### config.mk
export PLATFORM = sky130hd
export DESIGN_NAME = simmem_delay_scheduler
export DESIGN_NICKNAME = d
export VERILOG_FILES = /design/src/rtl/simmem_pkg.sv /design/src/rtl/simmem_ax_arbiter.sv /design/src/rtl/simmem_delay_scheduler.sv
export SDC_FILE = /design/constraint.sdc
export NUM_CORES = 1
export LEC_CHECK = 0
export ABC_AREA = 1
export ABC_CLOCK_PERIOD_IN_PS = 2150
export CORE_AREA = 2 2 88 90
export DETAILED_ROUTE_END_ITERATION = 7
export DIE_AREA = 0 0 90 92
export PLACE_DENSITY = 0.84
export SYNTH_ARGS = -nofsm -noshare
export SYNTH_HDL_FRONTEND = slang
export SYNTH_HIERARCHICAL = 1
export SYNTH_SLANG_ARGS = --single-unit
### constraint.sdc
create_clock -name clk_i -period 2.15 [get_ports clk_i]
set_input_delay 0.3225 -clock clk_i [delete_from_list [all_inputs] [get_ports clk_i]]
set_output_delay 0.3225 -clock clk_i [all_outputs]
set_load 0.01 [all_outputs]
### src/rtl/simmem_pkg.sv
// Shared types and timing constants for the simulated memory.
package simmem_pkg;

  // AXI address-channel field widths.
  localparam int unsigned IDWidth       = 6;
  localparam int unsigned AxAddrWidth   = 32;
  localparam int unsigned AxLenWidth    = 8;
  localparam int unsigned AxSizeWidth   = 3;
  localparam int unsigned AxBurstWidth  = 2;
  localparam int unsigned AxLockWidth   = 1;
  localparam int unsigned AxCacheWidth  = 4;
  localparam int unsigned AxProtWidth   = 3;
  localparam int unsigned AxQoSWidth    = 4;
  localparam int unsigned AxRegionWidth = 4;

  // DRAM row-buffer timing model, in clock cycles.
  localparam int unsigned RowHitCost        = 10;
  localparam int unsigned PrechargeCost     = 50;
  localparam int unsigned ActivationCost    = 45;
  localparam int unsigned RowBufferLenWidth = 8;

  // Row number is the address with the in-row offset stripped.
  localparam int unsigned RowWidth  = AxAddrWidth - RowBufferLenWidth;
  // Wide enough for the worst-case (row conflict) cost without truncation.
  localparam int unsigned CostWidth =
      $clog2(PrechargeCost + ActivationCost + RowHitCost + 1);

  typedef struct packed {
    logic [IDWidth-1:0]       id;
    logic [AxAddrWidth-1:0]   addr;
    logic [AxLenWidth-1:0]    len;
    logic [AxSizeWidth-1:0]   size;
    logic [AxBurstWidth-1:0]  burst;
    logic [AxLockWidth-1:0]   lock;
    logic [AxCacheWidth-1:0]  cache;
    logic [AxProtWidth-1:0]   prot;
    logic [AxQoSWidth-1:0]    qos;
    logic [AxRegionWidth-1:0] region;
  } waddr_req_t;

  typedef struct packed {
    logic [IDWidth-1:0]       id;
    logic [AxAddrWidth-1:0]   addr;
    logic [AxLenWidth-1:0]    len;
    logic [AxSizeWidth-1:0]   size;
    logic [AxBurstWidth-1:0]  burst;
    logic [AxLockWidth-1:0]   lock;
    logic [AxCacheWidth-1:0]  cache;
    logic [AxProtWidth-1:0]   prot;
    logic [AxQoSWidth-1:0]    qos;
    logic [AxRegionWidth-1:0] region;
  } raddr_req_t;

  typedef enum logic [1:0] {
    IDLE,
    SERVE,
    RELEASE
  } delay_sched_state_e;

endpackage

### src/rtl/simmem_ax_arbiter.sv
// Two-way round-robin arbiter between the write and read address channels.
// The priority bit only moves when the grant is actually taken (advance).
module simmem_ax_arbiter (
  input  logic clk_i,
  input  logic rst_i,
  input  logic valid_w,
  input  logic valid_r,
  input  logic advance,
  output logic grant_w,
  output logic grant_r
);

  // 1: write side wins a tie, 0: read side wins a tie.
  logic prio_w_q;

  // Grant the lone requester, or the prioritised side on a tie.
  always_comb begin
    grant_w = valid_w && (!valid_r || prio_w_q);
    grant_r = valid_r && (!valid_w || !prio_w_q);
  end

  // After a taken grant, hand priority to the side that was not granted.
  always_ff @(posedge clk_i) begin
    // NOTE: sequential state uses non-blocking assignments so every flop
    // samples the pre-edge values regardless of statement order.
    if (rst_i) begin
      prio_w_q <= 1'b1;
    end else if (advance) begin
      prio_w_q <= grant_r;
    end
  end

endmodule

### src/rtl/simmem_delay_scheduler.sv
// Timing scheduler: accepts one write or read address request at a time,
// charges it a DRAM row-buffer access cost, counts the cost down and then
// hands a release token (ID + direction) to the response banks.
module simmem_delay_scheduler
  import simmem_pkg::*;
#(
  parameter int unsigned RowHitCost        = simmem_pkg::RowHitCost,
  parameter int unsigned PrechargeCost     = simmem_pkg::PrechargeCost,
  parameter int unsigned ActivationCost    = simmem_pkg::ActivationCost,
  parameter int unsigned RowBufferLenWidth = simmem_pkg::RowBufferLenWidth
) (
  input  logic                                     clk_i,
  input  logic                                     rst_i,

  input  waddr_req_t                               waddr_i,
  input  logic                                     waddr_valid_i,
  output logic                                     waddr_ready_o,

  input  raddr_req_t                               raddr_i,
  input  logic                                     raddr_valid_i,
  output logic                                     raddr_ready_o,

  output logic                                     release_valid_o,
  input  logic                                     release_ready_i,
  output logic [IDWidth-1:0]                       release_id_o,
  output logic                                     release_is_write_o,

  output logic                                     row_open_o,
  output logic [AxAddrWidth-RowBufferLenWidth-1:0] open_row_o
);

  localparam int unsigned RowW    = AxAddrWidth - RowBufferLenWidth;
  localparam int unsigned MaxCost = PrechargeCost + ActivationCost + RowHitCost;
  localparam int unsigned CostW   = $clog2(MaxCost + 1);

  typedef logic [CostW-1:0] cost_t;
  typedef logic [RowW-1:0]  row_t;

  // Sums are formed at integer width, then narrowed to a width sized for
  // the largest of them, so none of the three costs can wrap.
  localparam cost_t HitCost      = cost_t'(RowHitCost);
  localparam cost_t MissCost     = cost_t'(ActivationCost + RowHitCost);
  localparam cost_t ConflictCost = cost_t'(MaxCost);

  delay_sched_state_e state_q, state_d;
  cost_t              cnt_q, cnt_d;
  cost_t              grant_cost;
  row_t               grant_row;
  logic [IDWidth-1:0] grant_id;
  logic               grant_w, grant_r;
  logic               accept;

  logic [IDWidth-1:0] id_q;
  logic               is_write_q;
  logic               release_valid_q, release_valid_d;
  logic               row_open_q;
  row_t               open_row_q;

  simmem_ax_arbiter u_arbiter (
    .clk_i   (clk_i),
    .rst_i   (rst_i),
    .valid_w (waddr_valid_i),
    .valid_r (raddr_valid_i),
    .advance (accept),
    .grant_w (grant_w),
    .grant_r (grant_r)
  );

  // Ready is gated by reset so nothing is accepted in the reset cycle.
  assign waddr_ready_o = !rst_i && (state_q == IDLE) && grant_w;
  assign raddr_ready_o = !rst_i && (state_q == IDLE) && grant_r;
  assign accept        = waddr_ready_o || raddr_ready_o;

  // Pick the granted request's row/ID and price it against the row buffer.
  always_comb begin
    grant_row = grant_w ? waddr_i.addr[AxAddrWidth-1:RowBufferLenWidth]
                        : raddr_i.addr[AxAddrWidth-1:RowBufferLenWidth];
    grant_id  = grant_w ? waddr_i.id : raddr_i.id;
    if (!row_open_q) begin
      grant_cost = MissCost;
    end else if (grant_row == open_row_q) begin
      grant_cost = HitCost;
    end else begin
      grant_cost = ConflictCost;
    end
  end

  // Next-state and counter logic for IDLE -> SERVE -> RELEASE.
  always_comb begin
    // NOTE: every output of this block gets a default first, so no path
    // leaves a variable unassigned and no latch is inferred.
    state_d = state_q;
    cnt_d   = cnt_q;
    case (state_q)
      IDLE: begin
        if (accept) begin
          state_d = SERVE;
          cnt_d   = grant_cost;
        end
      end
      SERVE: begin
        cnt_d = cnt_q - cost_t'(1);
        if (cnt_q == cost_t'(1)) begin
          state_d = RELEASE;
        end
      end
      RELEASE: begin
        if (release_ready_i) begin
          state_d = IDLE;
        end
      end
      default: state_d = IDLE;
    endcase
    release_valid_d = (state_d == RELEASE);
  end

  // State, counter, release token and row-buffer registers.
  always_ff @(posedge clk_i) begin
    if (rst_i) begin
      state_q         <= IDLE;
      cnt_q           <= '0;
      release_valid_q <= 1'b0;
      id_q            <= '0;
      is_write_q      <= 1'b0;
      row_open_q      <= 1'b0;
      open_row_q      <= '0;
    end else begin
      state_q         <= state_d;
      cnt_q           <= cnt_d;
      release_valid_q <= release_valid_d;
      if (accept) begin
        id_q       <= grant_id;
        is_write_q <= grant_w;
        row_open_q <= 1'b1;
        open_row_q <= grant_row;
      end
    end
  end

  assign release_valid_o    = release_valid_q;
  assign release_id_o       = id_q;
  assign release_is_write_o = is_write_q;
  assign row_open_o         = row_open_q;
  assign open_row_o         = open_row_q;

  // Burst shape, attributes and in-row offset do not influence timing.
  logic unused_req_fields;
  assign unused_req_fields = ^{waddr_i.len, waddr_i.size, waddr_i.burst,
                               waddr_i.lock, waddr_i.cache, waddr_i.prot,
                               waddr_i.qos, waddr_i.region,
                               waddr_i.addr[RowBufferLenWidth-1:0],
                               raddr_i.len, raddr_i.size, raddr_i.burst,
                               raddr_i.lock, raddr_i.cache, raddr_i.prot,
                               raddr_i.qos, raddr_i.region,
                               raddr_i.addr[RowBufferLenWidth-1:0]};

endmodule

==> reports/qor.txt <==
Synth unique cells -> 30
Final Hold Violating Endpoints -> 0
Max FO, Critical Path -> 10
Die width -> 90 um
Skew final -> 0.00404 ns
Vias in the first global route -> 2755
Die Area -> 8280 sq um
Layout cells sized above 1 -> 13.4%
IO Pins -> 174
CP endpoint kind -> flip-flop
Detailed Route Iter0 Violations -> 126
Critical path type -> flip-flop to flip-flop
Clock latency at the later pin of the worst-skew pair -> 0.29 ns
Area growth syn-to-layout -> 57.4%
# rows -> 32
Mapped Cells -> 408
Final nets -> 664
Largest stage delay, worst path -> 0.36 ns
Filler cell count -> 718
Cell Chain, Critical Path -> inv_2 -> a21boi_4 -> buf_6 -> clkbuf_16 -> nand2_1 -> nand3_1 -> nand2_1 -> nor2_1 -> nand2_2 -> nor2_2 -> nand3_2 -> nand2_2 -> nand2_1 -> o21ai_1 -> inv_1
Pleak -> 0.00183 uW
Via count -> 2942
Crit path time final -> 1.99 ns
Worst Path Buf+Inv -> 4
Largest net degree at the start of global routing -> 31
Syn Nets -> 549
CTS tree -> done
DRC viols -> 0
GPL Wtd Cong -> 0.791
Total power -> 2530 uW
Storage cell area -> 862 sq um
Critical-path top delay cell -> dfxtp_2
HPWL after DPL -> 5490 um
WL/cell -> 11.8 um
First-pass GRT wire length -> 12100 um
Overall global routing resource usage -> 17.5%
Wirelength, routed -> 7390 um
Setup crit start kind -> flip-flop
Arrival @ worst endpoint -> 2.18 ns
H-Tree Depth -> 2
Outcome -> completed
Setup-failing EPs final -> 0
Num CTS Buffers -> 5
R2r startpoint -> u_arbiter/prio_w_q
Clock sink count -> 43
CP most frequent cell -> nand2_1
Placed Instances -> 613
Relative slew slack -> 77.9%
Worst-Margin Slew -> 0.328 ns
Clock-pin slew on the worst setup and hold paths -> 0.08 ns
Seq/Total Area, Yosys -> 33.7%
Worst Hold Class -> input port to flip-flop
Footprint of the multi-input gates -> 1450 sq um
Max-slew violations -> 0
Remaining Overflow, GRT -> 0
Fmax -> 502 MHz
Max cap viols -> 0
I/O Buffers -> 99
Post-route ant nets -> 0
ANT cells -> 0
Synth Area per Inst -> 6.26 sq um
Family with the most delay on the worst path -> simple AND/OR/NAND/NOR gates
Required time of the critical path -> 2.34 ns
Post-Synthesis Cell Area -> 2550 sq um
Yosys warns -> 6
Clock root cell -> clkbuf_8
Tcrit/Tclk final -> 92.6%
Die height -> 92 um
Core area -> 7450 sq um
Non-Filler Instances -> 626
Detail-routed via count per cell -> 4.70
Pwr Density -> 628 nW/um^2
Worst IR Drop VDD -> 0.000370 V
CP startpoint -> u_arbiter/prio_w_q
Effective utilization at floorplan -> 34.3%
Initial antenna violation count -> 0
Clk buf depth -> 2
TritonRoute pass-1 iters -> 5
Yosys reg bits -> 43
Post-Route Utilization -> 54.0%
Worst hold start -> waddr_valid_i
final cells by class:
class	instances	share of cell area, %
clock buffers	8	2.49
multi-input cells	301	36.0
flip-flops and latches	43	21.4
inverters	47	4.70
well taps	102	3.17
repair buffers	125	32.2
power by group:
part	leakage (uW)	internal, uW	switching [uW]
Clock	0.0000515	293	269
Sequential	0.000355	903	78.9
Combinational	0.00142	498	484
Total	0.00183	1690	832
per-layer routing:
layer	global-route usage, %	routed length [um]
met2	30.9	3530
met3	5.09	495
met5	0	0
met4	4.36	52
met1	21.0	3320
metrics by stage:
step                setup TNS [ns]  hold WS [ns]  setup WS, ns  cell area [sq um]
finish                           0         0.351         0.159               4020
global route              -0.00171         0.392      -0.00171               4020
CTS                              0         0.479       0.00298               3930
detailed placement           -4.65         0.463        -0.371               3790
global placement             -2.79         0.462        -0.298               3790
floorplan                        0         0.411         0.447               2550
worst register-to-register path, cell delays in order, from the launching register on:
cell	delay, ns
dfxtp_2	0.36
inv_2	0.05
a21boi_4	0.19
buf_6	0.17
clkbuf_16	0.16
nand2_1	0.07
nand3_1	0.09
nand2_1	0.05
nor2_1	0.12
nand2_2	0.07
nor2_2	0.13
nand3_2	0.12
nand2_2	0.09
nand2_1	0.05
o21ai_1	0.13
inv_1	0.04
path summary, 6_finish.rpt:
path / to / slack, ns / cells past startpoint
hold reg to reg: release_is_write_o / 0.48 / 2
hold / removal: u_arbiter/prio_w_q / 0.35 / 4
setup / recovery: cnt_q[6] / 0.16 / 15
setup reg to reg: cnt_q[6] / 0.16 / 15
cell families after synthesis:
logic type | share of synthesized area (%)
and+or+nand+nor | 37.0
AOI/OAI and AO/OA | 16.8
buffers and inverters | 11.5
DFF | 33.7
adders and majority gates | 0.979
cell usage after synthesis:
cell type	instances	area, sq um
buf_8	1	15.0
o311ai_0	1	8.76
a211oi_1	1	7.51
o21ai_0	34	170
nand3_1	32	160
inv_6	1	8.76
or2_2	1	6.26
nand2_2	13	81.3
a31oi_1	13	81.3
nand2_4	3	33.8
and2_1	1	6.26
buf_6	3	33.8
buf_2	1	5.00
buf_4	3	22.5
a21oi_1	29	145
inv_1	46	173
clkbuf_1	8	30.0
o21ai_1	2	10.0
ha_1	2	25.0
nor3_1	1	5.00
nand3_2	1	10.0
nand2_1	141	529
clkbuf_2	1	5.00
nand4_1	1	6.26
dfxtp_1	43	861
a21boi_1	1	7.51
nor2_1	18	67.6
nand3b_1	2	15.0
nor2_2	3	18.8
nor4_1	1	6.26
cells in the final DEF, fill, tap and decap left out, drive strengths merged, types with 2 or more instances in the layout:
cell type | Yosys | layout
nand2 | 157 | 157
nor2 | 21 | 21
dfxtp | 43 | 43
nand3 | 33 | 33
dlygate4sd2 | 0 | 2
ha | 2 | 2
a21oi | 29 | 29
clkdlybuf4s50 | 0 | 95
inv | 47 | 47
dlymetal6s2s | 0 | 2
a31oi | 13 | 13
o21ai | 36 | 36
nand3b | 2 | 2
clkbuf | 9 | 10
buf | 8 | 24
repair_timing:
| action | 4_1_cts | 5_1_grt |
|---|---|---|
| setup buffers | 3 | 0 |
| resized for setup | 5 | 18 |
| hold buffers | 0 | 0 |
| gates cloned | 0 | 2 |
| setup endpoints to repair | 5 | 7 |
| pin swaps | 0 | 11 |
flip-flops by register name, indices dropped and copies added, names as in the netlist:
register,count
state_q,2
cnt_q,7
release_is_write_o,1
release_id_o,6
release_valid_o,1
row_open_o,1
open_row_o,24
u_arbiter/prio_w_q,1
(Power assumes the default switching activity.)
